**src/rtl/spi_pkg.sv**
```systemverilog
// spi_pkg: shared constants and state encoding for the SPI frame receiver
package spi_pkg;
    localparam int FRAME_W = 81;
    localparam int PAYLOAD_W = 57;
    localparam logic [15:0] HDR_VAL = 16'h55AB;
    localparam logic [7:0] TRL_VAL = 8'hAA;
    localparam int PAY_HI = 64;
    localparam int PAY_LO = 8;
    typedef enum logic [1:0] {IDLE, SHIFT, CHECK, DRAIN} state_t;
endpackage

```
**src/rtl/spi_payload_fifo.sv**
```systemverilog
// spi_payload_fifo: small synchronous FIFO holding accepted frame payloads
module spi_payload_fifo #(
    parameter int DEPTH = 2,
    parameter int W = 57
) (
    input  logic         clk,
    input  logic         rst,
    input  logic         push,
    input  logic [W-1:0] din,
    input  logic         pop,
    output logic [W-1:0] dout,
    output logic         full,
    output logic         empty
);
    localparam int AW = $clog2(DEPTH);
    logic [W-1:0] mem [DEPTH];
    logic [AW:0] wp, rp;
    assign empty = wp == rp;
    assign full = (wp[AW] != rp[AW]) && (wp[AW-1:0] == rp[AW-1:0]);
    assign dout = empty ? '0 : mem[rp[AW-1:0]];
    // Pointers carry a wrap bit so full and empty are distinguishable
    always_ff @(posedge clk or posedge rst) begin
        if (rst) begin
            wp <= '0;
            rp <= '0;
        end else begin
            wp <= wp + (AW+1)'(push && !full);
            rp <= rp + (AW+1)'(pop && !empty);
        end
    end
    // Storage needs no reset; dout is masked while empty
    always_ff @(posedge clk) begin
        if (push && !full) mem[wp[AW-1:0]] <= din;
    end
endmodule

```
**src/rtl/spi_frame_ctrl.sv**
```systemverilog
// spi_frame_ctrl: oversampling SPI frame receiver with framing checks and payload FIFO
module spi_frame_ctrl
    import spi_pkg::*;
#(
    parameter int FRAME_W = spi_pkg::FRAME_W,
    parameter logic [15:0] HDR = spi_pkg::HDR_VAL,
    parameter logic [7:0] TRL = spi_pkg::TRL_VAL,
    parameter int TO_CYC = 1024,
    parameter int DEPTH = 2,
    parameter int CNT_W = 8
) (
    input  logic                 clk,
    input  logic                 rst,
    input  logic                 sck,
    input  logic                 cs,
    input  logic                 sdi,
    output logic [PAYLOAD_W-1:0] out_data,
    output logic                 out_valid,
    input  logic                 out_ready,
    output logic                 busy,
    output logic [CNT_W-1:0]     len_err_cnt,
    output logic [CNT_W-1:0]     fmt_err_cnt,
    output logic [CNT_W-1:0]     to_err_cnt,
    output logic [CNT_W-1:0]     drop_cnt,
    input  logic                 err_clr
);
    localparam int TW = $clog2(TO_CYC);
    logic [2:0] sck_q;
    logic [1:0] cs_q, sdi_q;
    logic cs_s, sdi_s, sck_rise;
    state_t state;
    logic [FRAME_W-1:0] sr;
    logic [6:0] cnt;
    logic [TW-1:0] to_cnt;
    logic full, empty, match, full_len, to_hit, push;
    logic len_inc, fmt_inc, to_inc, drop_inc;
    assign cs_s = cs_q[1];
    assign sdi_s = sdi_q[1];
    assign sck_rise = sck_q[1] & ~sck_q[2];
    assign match = (sr[FRAME_W-1 -: 16] == HDR) && (sr[7:0] == TRL);
    assign full_len = cnt == 7'(FRAME_W);
    assign to_hit = to_cnt == TW'(TO_CYC - 1);
    assign push = (state == CHECK) && match && !full;
    assign busy = state != IDLE;
    assign out_valid = !empty;
    assign len_inc = (state == SHIFT) && (cs_s ? !full_len : sck_rise && full_len);
    assign to_inc = (state == SHIFT) && !cs_s && !sck_rise && to_hit;
    assign fmt_inc = (state == CHECK) && !match;
    assign drop_inc = (state == CHECK) && match && full;
    // Two-flop synchronisers; the extra sck flop gives rising-edge detection
    always_ff @(posedge clk or posedge rst) begin
        if (rst) begin
            sck_q <= '0;
            cs_q <= '1;
            sdi_q <= '0;
        end else begin
            sck_q <= {sck_q[1:0], sck};
            cs_q <= {cs_q[0], cs};
            sdi_q <= {sdi_q[0], sdi};
        end
    end
    // Frame sequencer: chip-select release wins over a coincident sck edge
    always_ff @(posedge clk or posedge rst) begin
        if (rst) begin
            state <= IDLE;
            sr <= '0;
            cnt <= '0;
            to_cnt <= '0;
        end else begin
            case (state)
                IDLE: if (!cs_s) begin
                    sr <= '0;
                    cnt <= '0;
                    to_cnt <= '0;
                    state <= SHIFT;
                end
                SHIFT: if (cs_s) state <= full_len ? CHECK : IDLE;
                else if (sck_rise) begin
                    if (full_len) state <= DRAIN;
                    else begin
                        sr <= {sr[FRAME_W-2:0], sdi_s};
                        cnt <= cnt + 7'd1;
                        to_cnt <= '0;
                    end
                end else if (to_hit) state <= DRAIN;
                else to_cnt <= to_cnt + TW'(1);
                CHECK: state <= IDLE;
                default: if (cs_s) state <= IDLE;
            endcase
        end
    end
    // Saturating error counters; clear overrides any same-cycle increment
    always_ff @(posedge clk or posedge rst) begin
        if (rst) begin
            len_err_cnt <= '0;
            fmt_err_cnt <= '0;
            to_err_cnt <= '0;
            drop_cnt <= '0;
        end else begin
            len_err_cnt <= err_clr ? '0 : len_err_cnt + CNT_W'(len_inc && !(&len_err_cnt));
            fmt_err_cnt <= err_clr ? '0 : fmt_err_cnt + CNT_W'(fmt_inc && !(&fmt_err_cnt));
            to_err_cnt <= err_clr ? '0 : to_err_cnt + CNT_W'(to_inc && !(&to_err_cnt));
            drop_cnt <= err_clr ? '0 : drop_cnt + CNT_W'(drop_inc && !(&drop_cnt));
        end
    end
    spi_payload_fifo #(.DEPTH(DEPTH), .W(PAYLOAD_W)) u_fifo (
        .clk(clk),
        .rst(rst),
        .push(push),
        .din(sr[PAY_HI:PAY_LO]),
        .pop(out_valid && out_ready),
        .dout(out_data),
        .full(full),
        .empty(empty)
    );
endmodule

```
**config.mk**
```make
export PLATFORM = sky130hd
export DESIGN_NAME = spi_frame_ctrl
export DESIGN_NICKNAME = d
export VERILOG_FILES = /design/src/rtl/spi_pkg.sv /design/src/rtl/spi_payload_fifo.sv /design/src/rtl/spi_frame_ctrl.sv
export SDC_FILE = /design/constraint.sdc
export NUM_CORES = 1
export LEC_CHECK = 0
export CORE_UTILIZATION = 40
export CTS_CLUSTER_DIAMETER = 40
export DETAILED_ROUTE_END_ITERATION = 10
export SYNTH_ARGS = -nofsm -noshare
export SYNTH_HDL_FRONTEND = slang
export SYNTH_SLANG_ARGS = --single-unit
```
**constraint.sdc**
```tcl
create_clock -name clk -period 14.7 [get_ports clk]
set_input_delay 3.675 -clock clk [delete_from_list [all_inputs] [get_ports clk]]
set_output_delay 3.675 -clock clk [all_outputs]
set_load 0.05 [all_outputs]
```
==> results of run 1 <==
[power groups by stage]
| stage | clock (W) | combinational, W | sequential (W) |
|---|---|---|---|
| after CTS | 0.000787 | 0.000464 | 0.000806 |
| after floorplan | 0 | 0.000359 | 0.000775 |
| after global routing | 0.000822 | 0.000483 | 0.000809 |
| after global placement | 0 | 0.000460 | 0.000819 |
| final | 0.000769 | 0.000458 | 0.000804 |
| after detailed placement | 0 | 0.000464 | 0.000820 |
[sequential cells by signal (all words and copies together), names as in the netlist]
signal / count
fmt_err_cnt: 8
sdi_q: 2
len_err_cnt: 8
to_cnt: 10
sr: 81
u_fifo.rp: 2
cnt: 7
cs_q: 2
to_err_cnt: 8
u_fifo.wp: 2
sck_q: 3
state: 2
u_fifo.mem: 114
drop_cnt: 8
[synthesized netlist by cell type, types with 6 or more instances]
cell / instances / area [µm²]
or3_1: 11 / 68.8
xor2_1: 17 / 149
dfrtp_1: 141 / 3530
a21oi_1: 16 / 80.1
mux2i_1: 58 / 581
nand4_1: 6 / 37.5
nor2b_1: 12 / 75.1
clkbuf_1: 20 / 75.1
nand2_1: 95 / 357
inv_1: 11 / 41.3
buf_2: 10 / 50.1
ha_1: 14 / 175
edfxtp_1: 114 / 3420
nand3_1: 21 / 105
nor3_1: 6 / 30.0
a22o_1: 44 / 385
a31oi_1: 7 / 43.8
nor4_1: 6 / 37.5
o21ai_0: 52 / 260
nor2_1: 90 / 338
[metrics by stage]
stage	worst slack [ns]	cell area (µm²)	hold WS, ns	instances	total power (W)
2_1_floorplan	7.19	10300	0.331	807	0.00113
3_3_place_gp	8.07	11600	0.332	1198	0.00128
3_5_place_dp	8.05	11600	0.336	1198	0.00128
4_1_cts	7.51	12600	0.347	1260	0.00206
5_1_grt	7.32	12600	0.353	1260	0.00211
6_report	7.62	12600	0.345	1260	0.00203
[metal layers]
layer	part of all wire (%)	up-vias
li1	-	3100
met1	46	3047
met2	47	128
met3	4.6	37
met4	2.5	0
met5	0	-
[critical path: cells and delay by family, from the launching register on]
family / cells / cell delay (ns)
DFF: 1 / 1.12
buffers and inverters: 2 / 1.24
and+or+nand+nor: 2 / 0.28
xor gates and xnor gates: 1 / 0.25
[area by class of cell]
cell class | instances | area, µm²
clock inverter | 18 | 145
fill | 2233 | 12600
sequential | 257 | 7010
inverter | 11 | 46.3
multi-input combinational | 498 | 3100
timing repair buffer | 102 | 1010
tap | 330 | 413
clock buffer | 44 | 920
[kinds of logic (layout without fill, tap and decap cells)]
logic type               Yosys count  count (layout)  synth area share, %
AND/OR/NAND/NOR                  268             268                 11.7
flip-flops                       257             257                 67.8
AO/OA/AOI/OAI                    135             135                 8.64
multiplexers                      59              59                 5.73
buffers and inverters             52             175                 2.52
XOR/XNOR                          22              22                 1.87
adder cells (fa/ha/maj)           14              14                 1.70
[worst max-delay path by stage]
stage	endpoint	cells past startpoint	from	slack (ns)
2_1_floorplan	cnt[0]	1	rst	7.19
3_3_place_gp	out_data[9]	5	u_fifo.rp[0]	8.07
3_5_place_dp	out_data[9]	5	u_fifo.rp[0]	8.05
4_1_cts	out_data[9]	5	u_fifo.rp[0]	7.51
5_1_grt	out_data[9]	5	u_fifo.rp[0]	7.32
6_report	out_data[9]	5	u_fifo.rp[0]	7.62
==> results.md, run 1 <==
* Sink Count at 257
* Global route overflow at 0
* Outcome: finished clean
* Unrepaired setup endpoints after global routing: no
* Worst EP required at 11.02 ns
* Worst skew pair latency at 0.50 ns
* Crit start category: flop
* CP Cell Sequence: xor2_1 -> nor2_4 -> buf_4 -> nor2_1 -> clkdlybuf4s50_1
* Num ports at 98
* HPWL Detailed at 10600 µm
* Logic gate share of total power at 22.6%
* Ys Warns at 0
* VDD IR max at 115 µV
* Crit path max fanout at 59
* Clock Path Buffers at 3
* Ys flop type: dfrtp_1
* Final ANT Viol Nets at 0
* Pins Over Slew Limit at 0
* Post-synth EDFFs at 114
* M1 GR Usage at 20.0%
* Worst R2R Setup Slack at 11.37 ns
* Util after Layout at 50.0%
* Fin. Hold Viols at 0
* Switching Fraction at 32.2%
* Vias/cell at 5.01
* Pint at 0.00138 W
* Syn Inst Count at 807
* First-pass GRT wire length at 31500 µm
* Clk_skew at 0.0191 ns
* CTS H-tree lvls at 2
* Hold Path Origin: sck_q[0]
* Syn_nets at 828
* Setup Fix Bufs, Post-CTS at 0
* CTS hold repair buffers at 0
* Hold path depth at 0
* Min-Delay Path Class: flop to flop
* Initial antenna violation count at 0
* Max Cap Viol at 0
* WHS Endpoint: sck_q[1]
* Worst r2r dst: u_fifo.mem[1][53]
* Critical R2R Launch: sr[78]
* GRT Total Usage at 14.8%
* Most Crowded Layer GR: met2
* Clock network fraction of total power at 37.8%
* TNS Setup at 0 ns
* Pwr dens at 161 nW/µm²
* CP max-delay cell: dfrtp_4
* CP Capture Type: output port
* Max transition margin at 23.7%
* Critical path class: flop to output port
* Die ar. at 26500 µm²
* Static Leak at 4.97 nW
* Mapped cell area at 10300 µm²
* Avg Inst Size Synth at 12.8 µm²
* Final-stage net count at 926
* Core Box Area at 25300 µm²
* Synth-to-Final Area Change at 22.4%
* Synth unique cells at 44
* Setup-failing EPs final at 0
* First-pass iteration count of the detailed router at 4
* DR WL/cell at 14.9 µm
* Layout cells sized above 1 at 7.96%
* CTS buffer count at 35
* F_max at 0.141 GHz
* Met3 Use GR at 3.00%
* Die Span Y at 163 µm
* GPL Wtd Cong at 0.727
* Grt met2 use at 23.7%
* Die W at 163 µm
* Commonest non-fill, non-tap cell in the layout: dfrtp_1
* Maximum number of pins on one net before global-route repair at 119
* Most frequent cells in the layout: 140 x dfrtp_1, 114 x edfxtp_1, 97 x clkdlybuf4s50_1
* CTS clk-pin slew, worst paths at 0.06 ns
* Sequential fraction of the synthesis area at 67.8%
* Initial core utilization at 40.9%
* Drt drc at 0
* Initial DRC count at 221
* Psw at 0.000655 W
* Post-CTS resize count at 0
* Ys async rst share at 55.6%
* CTS tree: built
* Seq pwr share at 39.6%
* PortBufs at 97
* Final worst-path cycle share at 48.1%
* DRT Wirelength at 18800 µm
* Crit path DAT at 3.40 ns
* FF-to-FF path depth at 6
* Vias at 6312
* Std-Cell Rows at 58
* Worst Tran Pin Value at 1.14 ns
* Vias in the first global route at 6110
* Tmin final at 7.08 ns
* CTS Root Buffer Type: clkbuf_16
* CP peak stage delay at 1.12 ns
* Diodes inserted at 0
* #FFs+latches synth at 257
Power figures use the tool's default switching activity.
==> run 2, diff against run 1 <==
==> constraint.sdc (replaced) <==
create_clock -name clk -period 5.8 [get_ports clk]
set_input_delay 1.45 -clock clk [delete_from_list [all_inputs] [get_ports clk]]
set_output_delay 1.45 -clock clk [all_outputs]
set_load 0.05 [all_outputs]
==> run 2 against run 1 <==
Compared with the run above:
- final area is 1.2% higher
- non-clock buffer count increased by 4
- largest power group is now clock
- clock skew up 0.0035 ns
- critical endpoint is now out_data[33]
- critical path depth grew 1
- highest routed layer unchanged
==> results.md, run 2 (synthesis gave the netlist of run 1 again) <==
* Outcome: finished clean
* CTS tree: built
* Sink Count at 257
* Worst R2R Setup Slack at 2.33 ns
* Max reg flops at 114
* CTS clk-pin slew, worst paths at 0.05 ns
* Maximum number of pins on one net before global-route repair at 64
* HPWL Detailed at 11400 µm
* Dpl cells at 1202
* FF+latch area at 7010 µm²
* Final worst-path cycle share at 76.7%
* Worst EP required at 4.35 ns
* Final-stage net count at 931
* Worst skew pair latency at 0.51 ns
* Global route overflow at 0
* Tot Pwr at 0.00541 W
* F_max at 0.225 GHz
* Crit path max fanout at 32
* Core Box Area at 25300 µm²
* First-pass iteration count of the detailed router at 5
* Setup Fix Bufs, Post-CTS at 0
* Min-Delay Path Class: flop to flop
* Vias in the first global route at 6273
* Std-Cell Rows at 58
* Setup-failing EPs final at 0
* Final ANT Viol Nets at 0
* DRT Wirelength at 19100 µm
* Max transition margin at 21.1%
* Fill cell count at 2208
* CP Capture Type: output port
* Critical path class: flop to output port
* Post-CTS resize count at 0
* Die Span Y at 163 µm
* DR WL/cell at 15.0 µm
* TNS Setup at 0 ns
* Clk_skew at 0.0226 ns
* Clock network fraction of total power at 39.0%
* Initial core utilization at 40.9%
* Psw at 0.00175 W
* Max Cap Viol at 0
* Tmin final at 4.45 ns
* Pins Over Slew Limit at 0
* PortBufs at 97
* VDD IR max at 273 µV
* Num ports at 98
* Logic gate share of total power at 25.3%
* Pint at 0.00367 W
* Drt drc at 0
* Die W at 163 µm
* Most frequent cells in the layout: 140 x dfrtp_1, 114 x edfxtp_1, 97 x clkdlybuf4s50_1
* Layout cells sized above 1 at 9.17%
* Commonest non-fill, non-tap cell in the layout: dfrtp_1
* Initial antenna violation count at 0
* Seq pwr share at 35.8%
* Unrepaired setup endpoints after global routing: no
* CTS buffer count at 36
* Clock Path Buffers at 3
* First-pass GRT wire length at 32300 µm
* Multi-input logic area at 3100 µm²
* Hold Worst Slack at 0.345 ns
* Fin cells at 1268
* Worst Tran Pin Value at 1.18 ns
* Synth-to-Final Area Change at 23.8%
* Pwr dens at 423 nW/µm²
* Fin. Hold Viols at 0
* Die ar. at 26500 µm²
* Static Leak at 5.03 nW
* GRT Total Usage at 15.2%
* Crit start category: flop
* CTS Root Buffer Type: clkbuf_16
* CTS H-tree lvls at 2
* Vias/cell at 5.02
* Diodes inserted at 0
* Switching Fraction at 32.2%
* Initial DRC count at 291
* Vias at 6361
* GPL Wtd Cong at 0.768
* Crit path DAT at 3.00 ns
* CTS hold repair buffers at 0
[run 2: critical path, cell delays in order, from the launching register on]
cell and delay, ns:
dfrtp_1 0.40, xnor2_1 0.20, inv_1 0.09, nor2_4 0.62, buf_4 0.40, nor2_1 0.09, clkdlybuf4s50_1 0.70
[run 2: final timing paths]
check / endpoint / depth (start not counted) / start
max reg2reg: u_fifo.mem[0][22] / 6 / sr[78]
max: out_data[33] / 6 / u_fifo.wp[1]
max in group asynchronous: cs_q[1] / 3 / rst
min reg2reg: sck_q[1] / 0 / sck_q[0]
min: sck_q[1] / 0 / sck_q[0]
min in group asynchronous: sr[23] / 2 / rst
[run 2: stage by stage]
| step | setup slack, ns | instance area, µm² | util (%) |
|---|---|---|---|
| after CTS | 1.26 | 12800 | 50.6 |
| after global routing | 1.12 | 12800 | 50.6 |
| after detailed placement | 1.79 | 11600 | 45.9 |
| final | 1.35 | 12800 | 50.6 |
| after floorplan | 0.515 | 10300 | - |
| after global placement | 1.85 | 11600 | 45.9 |
[run 2: power groups by stage]
stage	Sequential (W)	Clock, W	Combinational, W
finish	0.00194	0.00211	0.00137
global route	0.00194	0.00225	0.00144
CTS	0.00194	0.00216	0.00139
detailed placement	0.00197	0	0.00139
global placement	0.00197	0	0.00138
floorplan	0.00196	0	0.000971
[run 2: layout make-up]
cell class                 count  area share (%)
sequential                   257            54.8
multi-input combinational    498            24.2
timing repair buffer         106            8.12
clock buffer                  45            7.80
tap                          330            3.23
clock inverter                21            1.49
inverter                      11           0.362
[run 2: metal layers]
layer | vias up | track usage [%] | wire length [µm] | share of wire (%)
met4 | 0 | 4.59 | 328 | 1.7
met3 | 27 | 3.36 | 838 | 4.4
met1 | 3093 | 20.5 | 8850 | 46
met5 | - | 0 | 0 | 0
li1 | 3114 | - | - | -
met2 | 127 | 24.6 | 9060 | 47
==> run 3, diff against run 2 <==
==> constraint.sdc (replaced) <==
create_clock -name clk -period 4.3 [get_ports clk]
set_input_delay 1.075 -clock clk [delete_from_list [all_inputs] [get_ports clk]]
set_output_delay 1.075 -clock clk [all_outputs]
set_load 0.05 [all_outputs]
==> run 3 against run 2 <==
Compared with the run above:
- via count rose by 0.36%
- flip-flop and latch count did not move
- combinational power rose by 34%
- largest cell class unchanged
==> results.md, run 3 (synthesis gave the netlist of run 1 again) <==
* Outcome: finished clean
* Die ar. at 26500 µm²
* Psw at 0.00236 W
* Core Box Area at 25300 µm²
* Setup-failing EPs final at 0
* Logic gate share of total power at 24.7%
* CTS tree: built
* Most frequent cells in the layout: 140 x dfrtp_1, 114 x edfxtp_1, 97 x clkdlybuf4s50_1
* CP Cell Sequence: xor2_1 -> nor2_4 -> buf_4 -> nor2_1 -> clkdlybuf4s50_1
* CP max-delay cell: clkdlybuf4s50_1
* Hold Worst Slack at 0.350 ns
* Final ANT Viol Nets at 0
* First-pass iteration count of the detailed router at 4
* Seq pwr share at 35.9%
* DRT Wirelength at 19200 µm
* Min-Delay Path Class: flop to flop
* CP peak stage delay at 0.82 ns
* Max Cap Viol at 0
* Tmin final at 3.92 ns
* VDD IR max at 330 µV
* Setup Fix Bufs, Post-CTS at 0
* Sink Count at 257
* Final Cell Area at 12900 µm²
* Pint at 0.00504 W
* Fin worst setup slack at 0.382 ns
* Worst skew pair latency at 0.50 ns
* Cell Area, Placed at 11700 µm²
* Drt drc at 0
* Final worst-path cycle share at 91.1%
* Pre-CTS WS at 0.884 ns
* Worst EP required at 3.22 ns
* Post-CTS resize count at 0
* Diodes inserted at 0
* CTS hold repair buffers at 0
* DR WL/cell at 15.1 µm
* Initial DRC count at 298
* Fin. Hold Viols at 0
* CP Capture Type: output port
* Pins Over Slew Limit at 0
* Switching Fraction at 31.9%
* Crit path max fanout at 22
* CTS buffer count at 37
* Crit start category: flop
* GPL Wtd Cong at 0.760
* Vias at 6384
* Critical path class: flop to output port
* Static Leak at 5.03 nW
* GRT Total Usage at 15.0%
* PortBufs at 97
* Worst Tran Pin Value at 1.21 ns
* Global route overflow at 0
* Clk_skew at 0.0176 ns
* Fill cell count at 2190
* Commonest non-fill, non-tap cell in the layout: dfrtp_1
* Die W at 163 µm
* Unrepaired setup endpoints after global routing: no
* Layout cells sized above 1 at 9.06%
* Clock network fraction of total power at 39.4%
* F_max at 0.255 GHz
* Synth-to-Final Area Change at 24.7%
* Pwr dens at 574 nW/µm²
* CTS Root Buffer Type: clkbuf_16
* Initial core utilization at 40.9%
* HPWL Detailed at 11200 µm
* Crit path DAT at 2.84 ns
* Vias/cell at 5.03
* Vias in the first global route at 6189
* Die Span Y at 163 µm
* First-pass GRT wire length at 31800 µm
* CTS H-tree lvls at 2
* TNS Setup at 0 ns
* Std-Cell Rows at 58
* Max transition margin at 19.2%
* Util after Layout at 51.0%
* Initial antenna violation count at 0
* Num ports at 98
* Final-stage net count at 933
* Max reg flops at 114
* Maximum number of pins on one net before global-route repair at 132
* CTS clk-pin slew, worst paths at 0.06 ns
* Clock Path Buffers at 3
==> run 3: changes by cell type in the layout (fill, tap and decap cells not counted), sizes merged <==
cell	before	now
clkinvlp	4	7
inv	17	11
buf	9	10
bufinv	2	4
clkbuf	45	42
clkinv	9	12
==> run 3: final cells by class <==
| cell class | count | area (µm²) | share of cell area (%) |
|---|---|---|---|
| Sequential cell | 257 | 7010 | 54.4 |
| Multi-Input combinational cell | 498 | 3100 | 24.0 |
| Timing Repair Buffer | 107 | 1110 | 8.61 |
| Clock buffer | 42 | 975 | 7.57 |
| Tap cell | 330 | 413 | 3.21 |
| Clock inverter | 23 | 231 | 1.80 |
| Inverter | 11 | 45.0 | 0.350 |
==> run 3: worst max-delay path, delay by kind of cell, from the launching register on <==
kind,cells,cell delay [ns]
XOR/XNOR,1,0.34
buffers and inverters,2,1.05
flip-flops,1,0.62
AND/OR/NAND/NOR,2,0.31
==> run 3: power by group through the flow <==
stage / sequential [W] / clock (W) / combinational (W)
2_1_floorplan: 0.00265 / 0 / 0.00133
3_3_place_gp: 0.00270 / 0 / 0.00184
3_5_place_dp: 0.00270 / 0 / 0.00185
4_1_cts: 0.00265 / 0.00299 / 0.00185
5_1_grt: 0.00266 / 0.00310 / 0.00192
6_report: 0.00265 / 0.00291 / 0.00183
==> run 3: final timing paths <==
kind | startpoint | to | slack, ns | cells past startpoint
setup / recovery | u_fifo.rp[0] | out_data[5] | 0.38 | 5
min in group asynchronous | rst | drop_cnt[6] | 1.08 | 2
hold reg to reg | sck_q[0] | sck_q[1] | 0.35 | 0
hold / removal | sck_q[0] | sck_q[1] | 0.35 | 0
max in group asynchronous | rst | cs_q[1] | 2.40 | 3
setup reg to reg | sr[78] | u_fifo.mem[1][52] | 1.14 | 6
==> run 3: metrics by stage <==
step | cells | total power (W)
after floorplan | 807 | 0.00398
after global placement | 1203 | 0.00454
after detailed placement | 1203 | 0.00455
after CTS | 1268 | 0.00750
after global routing | 1268 | 0.00769
final | 1268 | 0.00740
==> run 3: per-layer routing <==
layer	track usage [%]	part of all wire, %	up-vias
li1	-	-	3106
met1	20.5	47	3124
met2	23.4	46	120
met3	3.51	4.4	34
met4	5.23	2.2	0
met5	0	0	-
